`config.mk`:
```
export PLATFORM = sky130hd
export DESIGN_NAME = mem_wb_stage_flat
export DESIGN_NICKNAME = d
export VERILOG_FILES = /design/src/rtl/mem_wb_stage_pkg.sv /design/src/rtl/mem_wb_stage_if.sv /design/src/rtl/mem_wb_stage.sv /design/src/flat_wrapper.sv
export SDC_FILE = /design/constraint.sdc
export NUM_CORES = 1
export LEC_CHECK = 0
export BUFFER_PORTS_ARGS = -buffer_cell sky130_fd_sc_hd__buf_2
export CAP_MARGIN = 20
export CORE_AREA = 4 4 132 134
export CTS_BUF_LIST = sky130_fd_sc_hd__clkbuf_8 sky130_fd_sc_hd__clkbuf_16
export CTS_CLUSTER_SIZE = 20
export DETAILED_ROUTE_END_ITERATION = 10
export DIE_AREA = 0 0 136 138
export SETUP_SLACK_MARGIN = 0.15
export SLEW_MARGIN = 30
export SYNTH_ARGS = -nofsm -noshare
export SYNTH_HDL_FRONTEND = slang
export SYNTH_SLANG_ARGS = --single-unit
```
`constraint.sdc`:
```
create_clock -name clk -period 4.5 [get_ports clk]
set_input_delay 0.225 -clock clk [delete_from_list [all_inputs] [get_ports clk]]
set_output_delay 0.225 -clock clk [all_outputs]
set_load 0.005 [all_outputs]
```
`src/rtl/mem_wb_stage_pkg.sv`:
```
// mem_wb_stage_pkg: shared pipeline widths, MEM/WB FSM encoding and op decode.
package mem_wb_stage_pkg;

    localparam int DEF_DATA_WIDTH     = 64;
    localparam int DEF_REG_ADDR_WIDTH = 3;

    typedef enum logic [1:0] {
        IDLE    = 2'd0,
        RD_WAIT = 2'd1,
        CAPTURE = 2'd2
    } state_e;

    localparam logic [1:0] OP_NOP   = 2'd0;
    localparam logic [1:0] OP_LOAD  = 2'd1;
    localparam logic [1:0] OP_STORE = 2'd2;

    // A memory write wins over a register write, so both flags set is a store.
    function automatic logic [1:0] decode_op(input logic w_reg, input logic w_mem);
        return w_mem ? OP_STORE : (w_reg ? OP_LOAD : OP_NOP);
    endfunction

endpackage

```
`src/rtl/mem_wb_stage_if.sv`:
```
// mem_wb_stage_if: EX/MEM inputs, data-memory bus and write-back outputs of the MEM stage.
interface mem_wb_stage_if
    import mem_wb_stage_pkg::*;
#(
    parameter int DATA_WIDTH     = DEF_DATA_WIDTH,
    parameter int REG_ADDR_WIDTH = DEF_REG_ADDR_WIDTH,
    parameter int MEM_ADDR_WIDTH = 8
) ();
    logic                      w_reg_en_i;
    logic                      w_mem_en_i;
    logic [DATA_WIDTH-1:0]     r1_out_i;
    logic [DATA_WIDTH-1:0]     r2_out_i;
    logic [REG_ADDR_WIDTH-1:0] w_reg_1_i;
    logic [MEM_ADDR_WIDTH-1:0] mem_addr;
    logic [DATA_WIDTH-1:0]     mem_din;
    logic                      mem_we;
    logic                      mem_re;
    logic [DATA_WIDTH-1:0]     mem_dout;
    logic                      stall;
    logic                      wb_en;
    logic [REG_ADDR_WIDTH-1:0] wb_addr;
    logic [DATA_WIDTH-1:0]     wb_data;

    modport slave (
        input  w_reg_en_i, w_mem_en_i, r1_out_i, r2_out_i, w_reg_1_i, mem_dout,
        output mem_addr, mem_din, mem_we, mem_re, stall, wb_en, wb_addr, wb_data
    );

    modport master (
        output w_reg_en_i, w_mem_en_i, r1_out_i, r2_out_i, w_reg_1_i, mem_dout,
        input  mem_addr, mem_din, mem_we, mem_re, stall, wb_en, wb_addr, wb_data
    );
endinterface

```
`src/rtl/mem_wb_stage.sv`:
```
// mem_wb_stage: memory-access stage; issues loads/stores to a fixed-latency data
// memory, stalls upstream while a load is outstanding, and registers write-back.
module mem_wb_stage
    import mem_wb_stage_pkg::*;
#(
    parameter int DATA_WIDTH     = DEF_DATA_WIDTH,
    parameter int REG_ADDR_WIDTH = DEF_REG_ADDR_WIDTH,
    parameter int MEM_ADDR_WIDTH = 8,
    parameter int RD_LATENCY     = 2
) (
    input logic           clk,
    input logic           reset,
    mem_wb_stage_if.slave bus
);
    localparam logic [3:0] CNT_INIT = RD_LATENCY > 1 ? 4'(RD_LATENCY - 2) : 4'd0;

    state_e                    state_q;
    logic [3:0]                cnt_q;
    logic                      wb_en_q;
    logic [REG_ADDR_WIDTH-1:0] wb_addr_q;
    logic [DATA_WIDTH-1:0]     wb_data_q;
    logic [1:0]                op;
    logic                      idle;

    assign op   = decode_op(bus.w_reg_en_i, bus.w_mem_en_i);
    assign idle = state_q == IDLE;

    assign bus.mem_addr = bus.r1_out_i[MEM_ADDR_WIDTH-1:0];
    assign bus.mem_din  = bus.r2_out_i;
    assign bus.mem_we   = idle && op == OP_STORE;
    assign bus.mem_re   = idle && op == OP_LOAD;
    assign bus.stall    = bus.mem_re || state_q == RD_WAIT;
    assign bus.wb_en    = wb_en_q;
    assign bus.wb_addr  = wb_addr_q;
    assign bus.wb_data  = wb_data_q;

    // In CAPTURE the EX/MEM register still holds the load op, so w_reg_1_i is its destination.
    always_ff @(posedge clk or posedge reset) begin
        if (reset) begin
            state_q   <= IDLE;
            cnt_q     <= '0;
            wb_en_q   <= 1'b0;
            wb_addr_q <= '0;
            wb_data_q <= '0;
        end else begin
            wb_en_q <= state_q == CAPTURE;
            unique case (state_q)
                IDLE: if (op == OP_LOAD) begin
                    state_q <= RD_LATENCY > 1 ? RD_WAIT : CAPTURE;
                    cnt_q   <= CNT_INIT;
                end
                RD_WAIT: begin
                    cnt_q <= cnt_q - 4'd1;
                    if (cnt_q == 4'd0) state_q <= CAPTURE;
                end
                CAPTURE: begin
                    wb_data_q <= bus.mem_dout;
                    wb_addr_q <= bus.w_reg_1_i;
                    state_q   <= IDLE;
                end
                default: state_q <= IDLE;
            endcase
        end
    end
endmodule

```
`src/flat_wrapper.sv`:
```
// flat-port wrapper written by rule: the top's interface ports become plain ports
module mem_wb_stage_flat import mem_wb_stage_pkg::*;
#(
    parameter int DATA_WIDTH     = DEF_DATA_WIDTH,
    parameter int REG_ADDR_WIDTH = DEF_REG_ADDR_WIDTH,
    parameter int MEM_ADDR_WIDTH = 8,
    parameter int RD_LATENCY     = 2
)
  (clk, reset, bus_w_reg_en_i, bus_w_mem_en_i, bus_r1_out_i, bus_r2_out_i, bus_w_reg_1_i, bus_mem_dout, bus_mem_addr, bus_mem_din, bus_mem_we, bus_mem_re, bus_stall, bus_wb_en, bus_wb_addr, bus_wb_data);
  mem_wb_stage_if #(.DATA_WIDTH(DATA_WIDTH), .REG_ADDR_WIDTH(REG_ADDR_WIDTH), .MEM_ADDR_WIDTH(MEM_ADDR_WIDTH)) bus_i ();
  input logic clk;
  input logic reset;
  input wire logic [$bits(bus_i.w_reg_en_i)-1:0] bus_w_reg_en_i;
  input wire logic [$bits(bus_i.w_mem_en_i)-1:0] bus_w_mem_en_i;
  input wire logic [$bits(bus_i.r1_out_i)-1:0] bus_r1_out_i;
  input wire logic [$bits(bus_i.r2_out_i)-1:0] bus_r2_out_i;
  input wire logic [$bits(bus_i.w_reg_1_i)-1:0] bus_w_reg_1_i;
  input wire logic [$bits(bus_i.mem_dout)-1:0] bus_mem_dout;
  output wire logic [$bits(bus_i.mem_addr)-1:0] bus_mem_addr;
  output wire logic [$bits(bus_i.mem_din)-1:0] bus_mem_din;
  output wire logic [$bits(bus_i.mem_we)-1:0] bus_mem_we;
  output wire logic [$bits(bus_i.mem_re)-1:0] bus_mem_re;
  output wire logic [$bits(bus_i.stall)-1:0] bus_stall;
  output wire logic [$bits(bus_i.wb_en)-1:0] bus_wb_en;
  output wire logic [$bits(bus_i.wb_addr)-1:0] bus_wb_addr;
  output wire logic [$bits(bus_i.wb_data)-1:0] bus_wb_data;
  assign bus_i.w_reg_en_i = bus_w_reg_en_i;
  assign bus_i.w_mem_en_i = bus_w_mem_en_i;
  assign bus_i.r1_out_i = bus_r1_out_i;
  assign bus_i.r2_out_i = bus_r2_out_i;
  assign bus_i.w_reg_1_i = bus_w_reg_1_i;
  assign bus_i.mem_dout = bus_mem_dout;
  assign bus_mem_addr = bus_i.mem_addr;
  assign bus_mem_din = bus_i.mem_din;
  assign bus_mem_we = bus_i.mem_we;
  assign bus_mem_re = bus_i.mem_re;
  assign bus_stall = bus_i.stall;
  assign bus_wb_en = bus_i.wb_en;
  assign bus_wb_addr = bus_i.wb_addr;
  assign bus_wb_data = bus_i.wb_data;
  mem_wb_stage #(.DATA_WIDTH(DATA_WIDTH), .REG_ADDR_WIDTH(REG_ADDR_WIDTH), .MEM_ADDR_WIDTH(MEM_ADDR_WIDTH), .RD_LATENCY(RD_LATENCY)) u_core (.clk(clk), .reset(reset), .bus(bus_i));
endmodule
```
-- Word-level counts from Yosys, hierarchy flattened
Index checks and enable logic that the tools add are counted.
- word-level logic and storage cells: 27
- input port bits: 199
- register bits after elaboration: 74
- output and inout bits: 143
- muxes and demuxes: 7
- $add $sub $neg: 1
- eq/ne operators: 6
- reduce and logical (&&, ||, !) cells: 8
- operator list (cell ; number):
    4-bit case mux with 2 select lines ; 1
    2-bit two-way mux ; 3
    2-bit by 1-bit == test with 1-bit output (second input constant) ; 2
    2-bit == test (second input constant) ; 2
    4-bit logical NOT ; 1
    4-bit two-way mux ; 1
    2-bit != test (second input constant) ; 2
    2-bit case mux with 2 select lines ; 1
    2-bit AND reduction ; 2
    4-bit by 1-bit subtractor with 4-bit output (second input constant) ; 1
    1-bit logical AND ; 2
    2-bit logical NOT ; 1
    2-bit nonzero test ; 1
    1-bit logical OR ; 1
    1-bit two-way mux ; 1

-- Depth between registers and ports, before layout
Gate-level depths: netlist of run 1.
- word-level depth: 5
- gate-level depth with buffers: 5

-- Least setup slack after synthesis of run 1
No wires, ideal clock.
- path kind: flip-flop to flip-flop
- from: reg u_core.state_q[0]
- to: reg u_core.wb_data_q[10], in the netlist u_core.bus.wb_data[10]
- setup slack: 3.157 ns
- period minus slack after synthesis: 1.343 ns
- setup time: 0.125 ns
- path buffers: 3
- cell stages (with the launch flop): 6
- arrival time: 1.217 ns
- data required time: 4.375 ns
- cell sequence: dfrtp_1 > nor2b_1 > buf_6 > buf_6 > buf_12 > mux2_4
- word-level cells in the longest chain between the ends: 1
- RTL lines (what ; RTL line ; text):
    from (decl) ; mem_wb_stage.sv:17 ; state_e state_q;
    from (signal assigned) ; mem_wb_stage.sv:49 ; state_q <= RD_LATENCY > 1 ? RD_WAIT : CAPTURE;
    2-bit == test ; mem_wb_stage.sv:47 ; unique case (state_q)
    to (signal assigned) ; mem_wb_stage.sv:57 ; wb_data_q <= bus.mem_dout;
    to (decl) ; mem_wb_stage.sv:21 ; logic [DATA_WIDTH-1:0] wb_data_q;
Every way passes these cells.
A chain may end at the register's enable or synchronous reset.

-- Worst setup path in the final report of run 1
- from: reg u_core.state_q[0]
- to: out bus_mem_re
- word-level cells in the longest chain between the ends: 2
- RTL lines (what ; RTL line ; text):
    2-bit logical NOT ; mem_wb_stage.sv:26 ; assign idle = state_q == IDLE;
    1-bit logical AND ; mem_wb_stage.sv:31 ; assign bus.mem_re = idle && op == OP_LOAD;
    to (decl) ; flat_wrapper.sv:22 ; output wire logic [$bits(bus_i.mem_re)-1:0] bus_mem_re;
Every way passes these cells.

==> results of run 1 <==
-- per-stage QoR --
stage	hold slack (ns)	total power, W	util, %	instances	setup WS, ns
floorplan	0.373	0.00179	-	246	2.39
global placement	0.450	0.00213	23.6	529	2.72
detailed placement	0.450	0.00216	23.6	529	2.69
CTS	0.0981	0.00294	25.5	544	2.60
global route	0.108	0.00308	25.5	544	2.55
finish	0.0501	0.00287	25.5	544	2.64
-- sequential cells by signal (all words and copies together) (netlist names) --
| signal | cells |
|---|---|
| u_core.cnt_q | 4 |
| u_core.bus.wb_en | 1 |
| u_core.bus.wb_addr | 3 |
| u_core.state_q | 2 |
| u_core.bus.wb_data | 64 |
-- final cells by class --
class,instances,area [um^2],area share (%)
clock buffers,9,225,5.42
repair buffers,144,732,17.6
inverters,4,16.3,0.392
multi-input cells,87,971,23.4
well taps,220,275,6.63
flip-flops and latches,74,1850,44.6
clock inverters,6,82.6,1.99
-- logic make-up after synthesis --
| kind of cell | Yosys count |
|---|---|
| simple gates | 13 |
| buf+inv | 85 |
| mux | 68 |
| fa+ha+maj | 2 |
| compound gates | 3 |
| flops | 74 |
| xor+xnor | 1 |
-- power groups by stage --
stage          combinational, W  clock [W]  sequential (W)
3_3_place_gp           0.000968          0         0.00116
3_5_place_dp           0.000987          0         0.00117
6_report               0.000968   0.000742         0.00116
4_1_cts                0.000993   0.000786         0.00116
2_1_floorplan          0.000598          0         0.00119
5_1_grt                 0.00107   0.000805         0.00120
-- critical path, delay by kind of cell, from the launching register on --
kind / cells / cell delay (ns)
buffers and inverters: 2 / 0.22
and+or+nand+nor: 1 / 0.65
DFF: 1 / 0.43
-- synthesized netlist by cell type --
master	instances	share of area, %
sky130_fd_sc_hd__buf_4	76	16
sky130_fd_sc_hd__nor2_1	1	0.11
sky130_fd_sc_hd__nand2b_1	1	0.18
sky130_fd_sc_hd__xor2_1	1	0.25
sky130_fd_sc_hd__buf_2	1	0.14
sky130_fd_sc_hd__nand3b_1	1	0.22
sky130_fd_sc_hd__nor4_1	1	0.18
sky130_fd_sc_hd__mux2_2	48	16
sky130_fd_sc_hd__or4b_1	1	0.29
sky130_fd_sc_hd__nand3_1	2	0.29
sky130_fd_sc_hd__inv_1	4	0.43
sky130_fd_sc_hd__mux2_4	19	8.2
sky130_fd_sc_hd__buf_12	2	1.2
sky130_fd_sc_hd__dfrtp_1	74	53
sky130_fd_sc_hd__nor3b_1	2	0.43
sky130_fd_sc_hd__ha_1	2	0.72
sky130_fd_sc_hd__buf_6	2	0.65
sky130_fd_sc_hd__mux2i_1	1	0.29
sky130_fd_sc_hd__o21ai_0	3	0.43
sky130_fd_sc_hd__nor2b_1	2	0.36
sky130_fd_sc_hd__nand2_1	2	0.22
-- placed cells by master, fill, tap and decap left out, drive strengths merged, types with 2 or more instances in the layout --
cell type    n
nor2b        2
mux2        67
buf        144
o21ai        3
nor3b        2
bufinv       2
inv          3
clkbuf       9
clkinv       4
nand3        2
ha           2
dfrtp       74
nand2        2
-- per-layer routing --
layer | up-vias | share of wire [%] | global-route usage [%]
met5 | - | 0 | 0
met4 | 0 | 5.7 | 6.15
met3 | 55 | 13 | 3.63
met2 | 114 | 45 | 11.7
met1 | 949 | 37 | 7.03
li1 | 890 | - | -
-- worst min-delay path by stage --
stage / slack [ns] / cells past startpoint / endpoint
after floorplan: 0.37 / 1 / u_core.bus.wb_data[10]$_DFFE_PP0P_
after global placement: 0.45 / 0 / bus_mem_din[16]
after detailed placement: 0.45 / 0 / bus_mem_din[16]
after CTS: 0.1 / 2 / u_core.bus.wb_data[52]$_DFFE_PP0P_
after global routing: 0.11 / 3 / u_core.bus.wb_data[34]$_DFFE_PP0P_
final: 0.05 / 3 / u_core.bus.wb_data[27]$_DFFE_PP0P_
==> results.cfg, run 1 <==
[placed_design]
place_congestion = 0.686
placed_area_um2 = 3840
place_hpwl_um = 5000
io_buffers = 141

[detailed_routing]
routedWlPerCell_um = 12.8
detailed_route_vias_per_instance = 3.69
via_count = 2008
route.antenna.remaining_nets = 0
wirelength_um = 6950
first_iter_violations = 44
drc_violations_left = 0
drt-pass1-iter-count = 4

[cells_and_area]
final_layout_size_suffix_gt1_share_pct = 70.4
syn2layout_area_growth_pct = 19.8
stdcell_area_um2 = 4150
diode_insertion_count_for_antenna_repair = 0
num-nets-final = 521
layout.filler_cells = 1710

[outcome]
status = completed

[timing]
tightest_slew_ns = 0.667
finalHoldViolCount = 0
setup-tns-final_ns = 0
finalCritPeriodShare_pct = 41.2
setup_violations = 0
peak_freq_mhz = 539
final_max_slew_violation_count = 0
timing.max_slew.rel_slack_pct = 55.6
finalCriticalPeriod_ns = 1.86
setup_repair_after_global_routing_missed_its_margin = no
clock-skew-final_ns = 0.00246

[job]
drv.max_cap_violation_count = 0

[pwr]
net-switching-power_w = 0.000793
power.leakage_nw = 2.05
switching_share_pct = 27.7
internal_power_w = 0.00207
cellPowerDensity_nw_per_um2 = 690
p_seq_share_pct = 40.4
comb_power_share_pct = 33.8
clock_power_share_pct = 25.9
vdd_ir_drop_max_uv = 195

[die]
core_area_um2 = 16300
floorplan.initialDensity_pct = 21.3
placement_rows = 47
die_w_um = 136
io-pin-count = 342
chipHeight_um = 138
die_area_um2 = 18800

[global_route]
grt_pass1_vias = 2212
antenna_found_initial = 0
grt_pass1_wl_um = 10900
grt_max_degree = 75
grt.total_usage_pct = 7.36
grt-ovfl-total = 0

[synth]
post_synth_xor_area_fraction_pct = 0.253
synthMuxAreaShare_pct = 24.1
synth_simple_gate_area_share_pct = 2.27
synthesis.area_per_instance_um2 = 14.1
syn_nets = 447
yosysWarningCount = 0
syn_inst = 246
mappedNetlistArea_um2 = 3470
synth_compound_gate_area_share_pct = 0.433
synth-seq-cells = 74
synth_fa_ha_area_share_pct = 0.722
yosysUniqueCellTypes = 21
share_of_the_yosys_chip_area_belonging_to_registers_pct = 53.4
dominant_combinational_cell_family_by_area_after_synthesis = multiplexers

[worst_setup_path]
r2r_depth = 3
startpoint = u_core.state_q[0]$_DFFE_PP0P_
timing.critical_path.cells = or4b_1, inv_1, buf_2
register_to_register_setup_slack_ns = 2.72
worst_path_max_delay_cell = sky130_fd_sc_hd__or4b_1
arrival_ns = 1.63
setup.worst_path.end_class = output port
timing.critical_path.required_ns = 4.28
setup.worst_path.end = bus_mem_re
critical_path.max_stage_delay_ns = 0.65
critical_path.reg2reg.startpoint = u_core.state_q[0]$_DFFE_PP0P_
reg2reg_to = u_core.bus.wb_data[59]$_DFFE_PP0P_
critPathKind = register to output port
largest_fanout_on_the_critical_path = 6
worst_setup_path_start_kind = register

[clock_network]
cts.reportedPaths.clkPinSlew_ns = 0.06
clock_latency_on_the_worst_skew_pair_ns = 0.33
clock_sinks = 74
clock_path_buffers = 2
cts_repair_resize_count = 0
root_buffer = sky130_fd_sc_hd__clkbuf_16
tritoncts_clock_tree = done
cts.hold.buffers_added = 0
numCtsBuffers = 9
post_cts_setup_bufs = 0
cts_htree_levels = 3

[worst_hold_path]
hp-class = input pin to async pin
Power figures use the tool's default switching activity.
==> inputs of run 2 (changes only) <==
--- a/config.mk
+++ b/config.mk
@@ -7,11 +7,11 @@
 export LEC_CHECK = 0
 export BUFFER_PORTS_ARGS = -buffer_cell sky130_fd_sc_hd__buf_2
 export CAP_MARGIN = 20
-export CORE_AREA = 4 4 132 134
+export CORE_AREA = 4 4 130 132
 export CTS_BUF_LIST = sky130_fd_sc_hd__clkbuf_8 sky130_fd_sc_hd__clkbuf_16
 export CTS_CLUSTER_SIZE = 20
 export DETAILED_ROUTE_END_ITERATION = 10
-export DIE_AREA = 0 0 136 138
+export DIE_AREA = 0 0 134 136
 export SETUP_SLACK_MARGIN = 0.15
 export SLEW_MARGIN = 30
 export SYNTH_ARGS = -nofsm -noshare
==> constraint.sdc (replaced) <==
create_clock -name clk -period 1.9 [get_ports clk]
set_input_delay 0.095 -clock clk [delete_from_list [all_inputs] [get_ports clk]]
set_output_delay 0.095 -clock clk [all_outputs]
set_load 0.005 [all_outputs]
==> run 2 against run 1 <==
  * Combinational power grew to 2.5 times the previous value
  * Critical path depth is the same
  * Routed wire length grew 15%
  * Clock skew grew 0.0049 ns
  * Non-clock buffer count grew 68
  * Critical endpoint unchanged
==> results.cfg, run 2 (synthesized netlist as in run 1, its figures left out) <==
[global_route]
grt-ovfl-total = 0
antenna_found_initial = 0
grt_pass1_wl_um = 12600
grt.total_usage_pct = 8.87
grt_max_degree = 41
grt_pass1_vias = 2592

[cells_and_area]
diode_insertion_count_for_antenna_repair = 0
num-nets-final = 589
most_frequent_cells_in_the_layout = sky130_fd_sc_hd__buf_2, sky130_fd_sc_hd__dfrtp_1, sky130_fd_sc_hd__dlygate4sd3_1
final_common_cell = sky130_fd_sc_hd__buf_2
syn2layout_area_growth_pct = 40.4
final_layout_size_suffix_gt1_share_pct = 58.8
largest_register_ffs = 64

[worst_setup_path]
register_to_register_setup_slack_ns = 0.33
r2r_depth = 3
timing.critical_path.cells = or4b_4, inv_1, buf_2
reg2reg_to = u_core.bus.wb_data[35]$_DFFE_PP0P_
largest_fanout_on_the_critical_path = 6
cp_top_family = simple AND/OR/NAND/NOR gates
critical_path.reg2reg.startpoint = u_core.state_q[1]$_DFFE_PP0P_
worst_path_max_delay_cell = sky130_fd_sc_hd__or4b_4
setup.worst_path.end_class = output port
arrival_ns = 1.57
critical_path.max_stage_delay_ns = 0.59
critPathKind = register to output port
worst_setup_path_start_kind = register
critPathBufInv = 2
timing.critical_path.required_ns = 1.80

[clock_network]
cts_htree_levels = 3
cts.reportedPaths.clkPinSlew_ns = 0.06
post_cts_setup_bufs = 0
clock_latency_on_the_worst_skew_pair_ns = 0.33
numCtsBuffers = 9
root_buffer = sky130_fd_sc_hd__clkbuf_16
clock_path_buffers = 2
clock_sinks = 74
tritoncts_clock_tree = done

[timing]
clock-skew-final_ns = 0.00739
finalCritPeriodShare_pct = 87.7
tightest_slew_ns = 0.451
setup_slack_ns = 0.234
timing.max_slew.rel_slack_pct = 69.9
setup_repair_after_global_routing_missed_its_margin = no
setup-tns-final_ns = 0
finalHoldViolCount = 0
setup_violations = 0
finalCriticalPeriod_ns = 1.67
peak_freq_mhz = 600
final_max_slew_violation_count = 0

[placed_design]
place_hpwl_um = 5450
io_buffers = 141
place_congestion = 0.693
dpl_worst_slack_ns = 0.343

[detailed_routing]
first_iter_violations = 46
drc_violations_left = 0
wirelength_um = 8000
drt-pass1-iter-count = 3
route.antenna.remaining_nets = 0
routedWlPerCell_um = 13.1
via_count = 2315
detailed_route_vias_per_instance = 3.80

[pwr]
vdd_ir_drop_max_uv = 563
power.leakage_nw = 2.34
power_w = 0.00703
cellPowerDensity_nw_per_um2 = 1440

[die]
floorplan.initialDensity_pct = 22.1
placement_rows = 46
io-pin-count = 342
die_area_um2 = 18200
core_area_um2 = 15700
die_w_um = 134
chipHeight_um = 136

[worst_hold_path]
hp-class = input pin to register
hold_path.startpoint = bus_mem_dout[34]
min_delay_worst_endpoint = u_core.bus.wb_data[34]$_DFFE_PP0P_
hold_path_depth = 2

[outcome]
status = completed

[job]
drv.max_cap_violation_count = 0
## run 2: cell count changes in the layout (fill, tap and decap cells not counted)
cell	change
sky130_fd_sc_hd__buf_12	+2
sky130_fd_sc_hd__buf_6	-1
sky130_fd_sc_hd__clkbuf_8	+1
sky130_fd_sc_hd__clkinv_2	-2
sky130_fd_sc_hd__clkinvlp_4	+1
sky130_fd_sc_hd__dfrtp_1	-1
sky130_fd_sc_hd__dfrtp_2	+1
sky130_fd_sc_hd__dlygate4sd3_1	+67
sky130_fd_sc_hd__inv_1	+1
sky130_fd_sc_hd__or4b_1	-1
sky130_fd_sc_hd__or4b_4	+1
## run 2: cell type report
cell class,instances,area (um^2)
inverters,4,18.8
flip-flops and latches,74,1850
clock inverters,6,81.3
well taps,216,270
repair buffers,212,1430
multi-input cells,87,975
fillers,1595,10800
clock buffers,10,239
## run 2: timing repair
action	4_1_cts	5_1_grt
endpoints found under the setup margin	2	1
resized for setup	1	1
hold endpoints to repair	113	0
hold buffers	67	0
## run 2: through the flow
stage               cells  utilization, %  hold WS, ns  cell area [um^2]
finish                609            31.0       0.0121              4870
global route          609            31.0      0.00244              4870
CTS                   609            31.0      0.00306              4870
detailed placement    526            24.6       0.0348              3870
global placement      526            24.6       0.0323              3870
floorplan             246               -        0.243              3470
## run 2: power breakdown
| group | internal, W | total, W | switching (W) |
|---|---|---|---|
| clock | 0.00117 | 0.00180 | 0.000621 |
| combinational | 0.00153 | 0.00245 | 0.000919 |
| sequential | 0.00236 | 0.00278 | 0.000416 |
## run 2: metal layers
metal	vias up	wire length (um)	GRT usage, %
met1	1106	2820	8.90
met4	0	272	4.69
li1	1035	-	-
met3	42	894	4.85
met5	-	0	0
met2	132	4010	14.8
## run 2: how the worst max path moves through the flow
stage | slack [ns] | startpoint | end | depth (start not counted)
2_1_floorplan | 0.56 | u_core.state_q[0]$_DFFE_PP0P_ | u_core.bus.wb_data[10]$_DFFE_PP0P_ | 5
3_3_place_gp | 0.39 | u_core.state_q[0]$_DFFE_PP0P_ | u_core.bus.wb_data[29]$_DFFE_PP0P_ | 3
3_5_place_dp | 0.34 | u_core.state_q[0]$_DFFE_PP0P_ | u_core.bus.wb_data[33]$_DFFE_PP0P_ | 3
4_1_cts | 0.19 | u_core.state_q[0]$_DFFE_PP0P_ | bus_mem_re | 3
5_1_grt | 0.15 | u_core.state_q[0]$_DFFE_PP0P_ | bus_mem_re | 3
6_report | 0.23 | u_core.state_q[0]$_DFFE_PP0P_ | bus_mem_re | 3
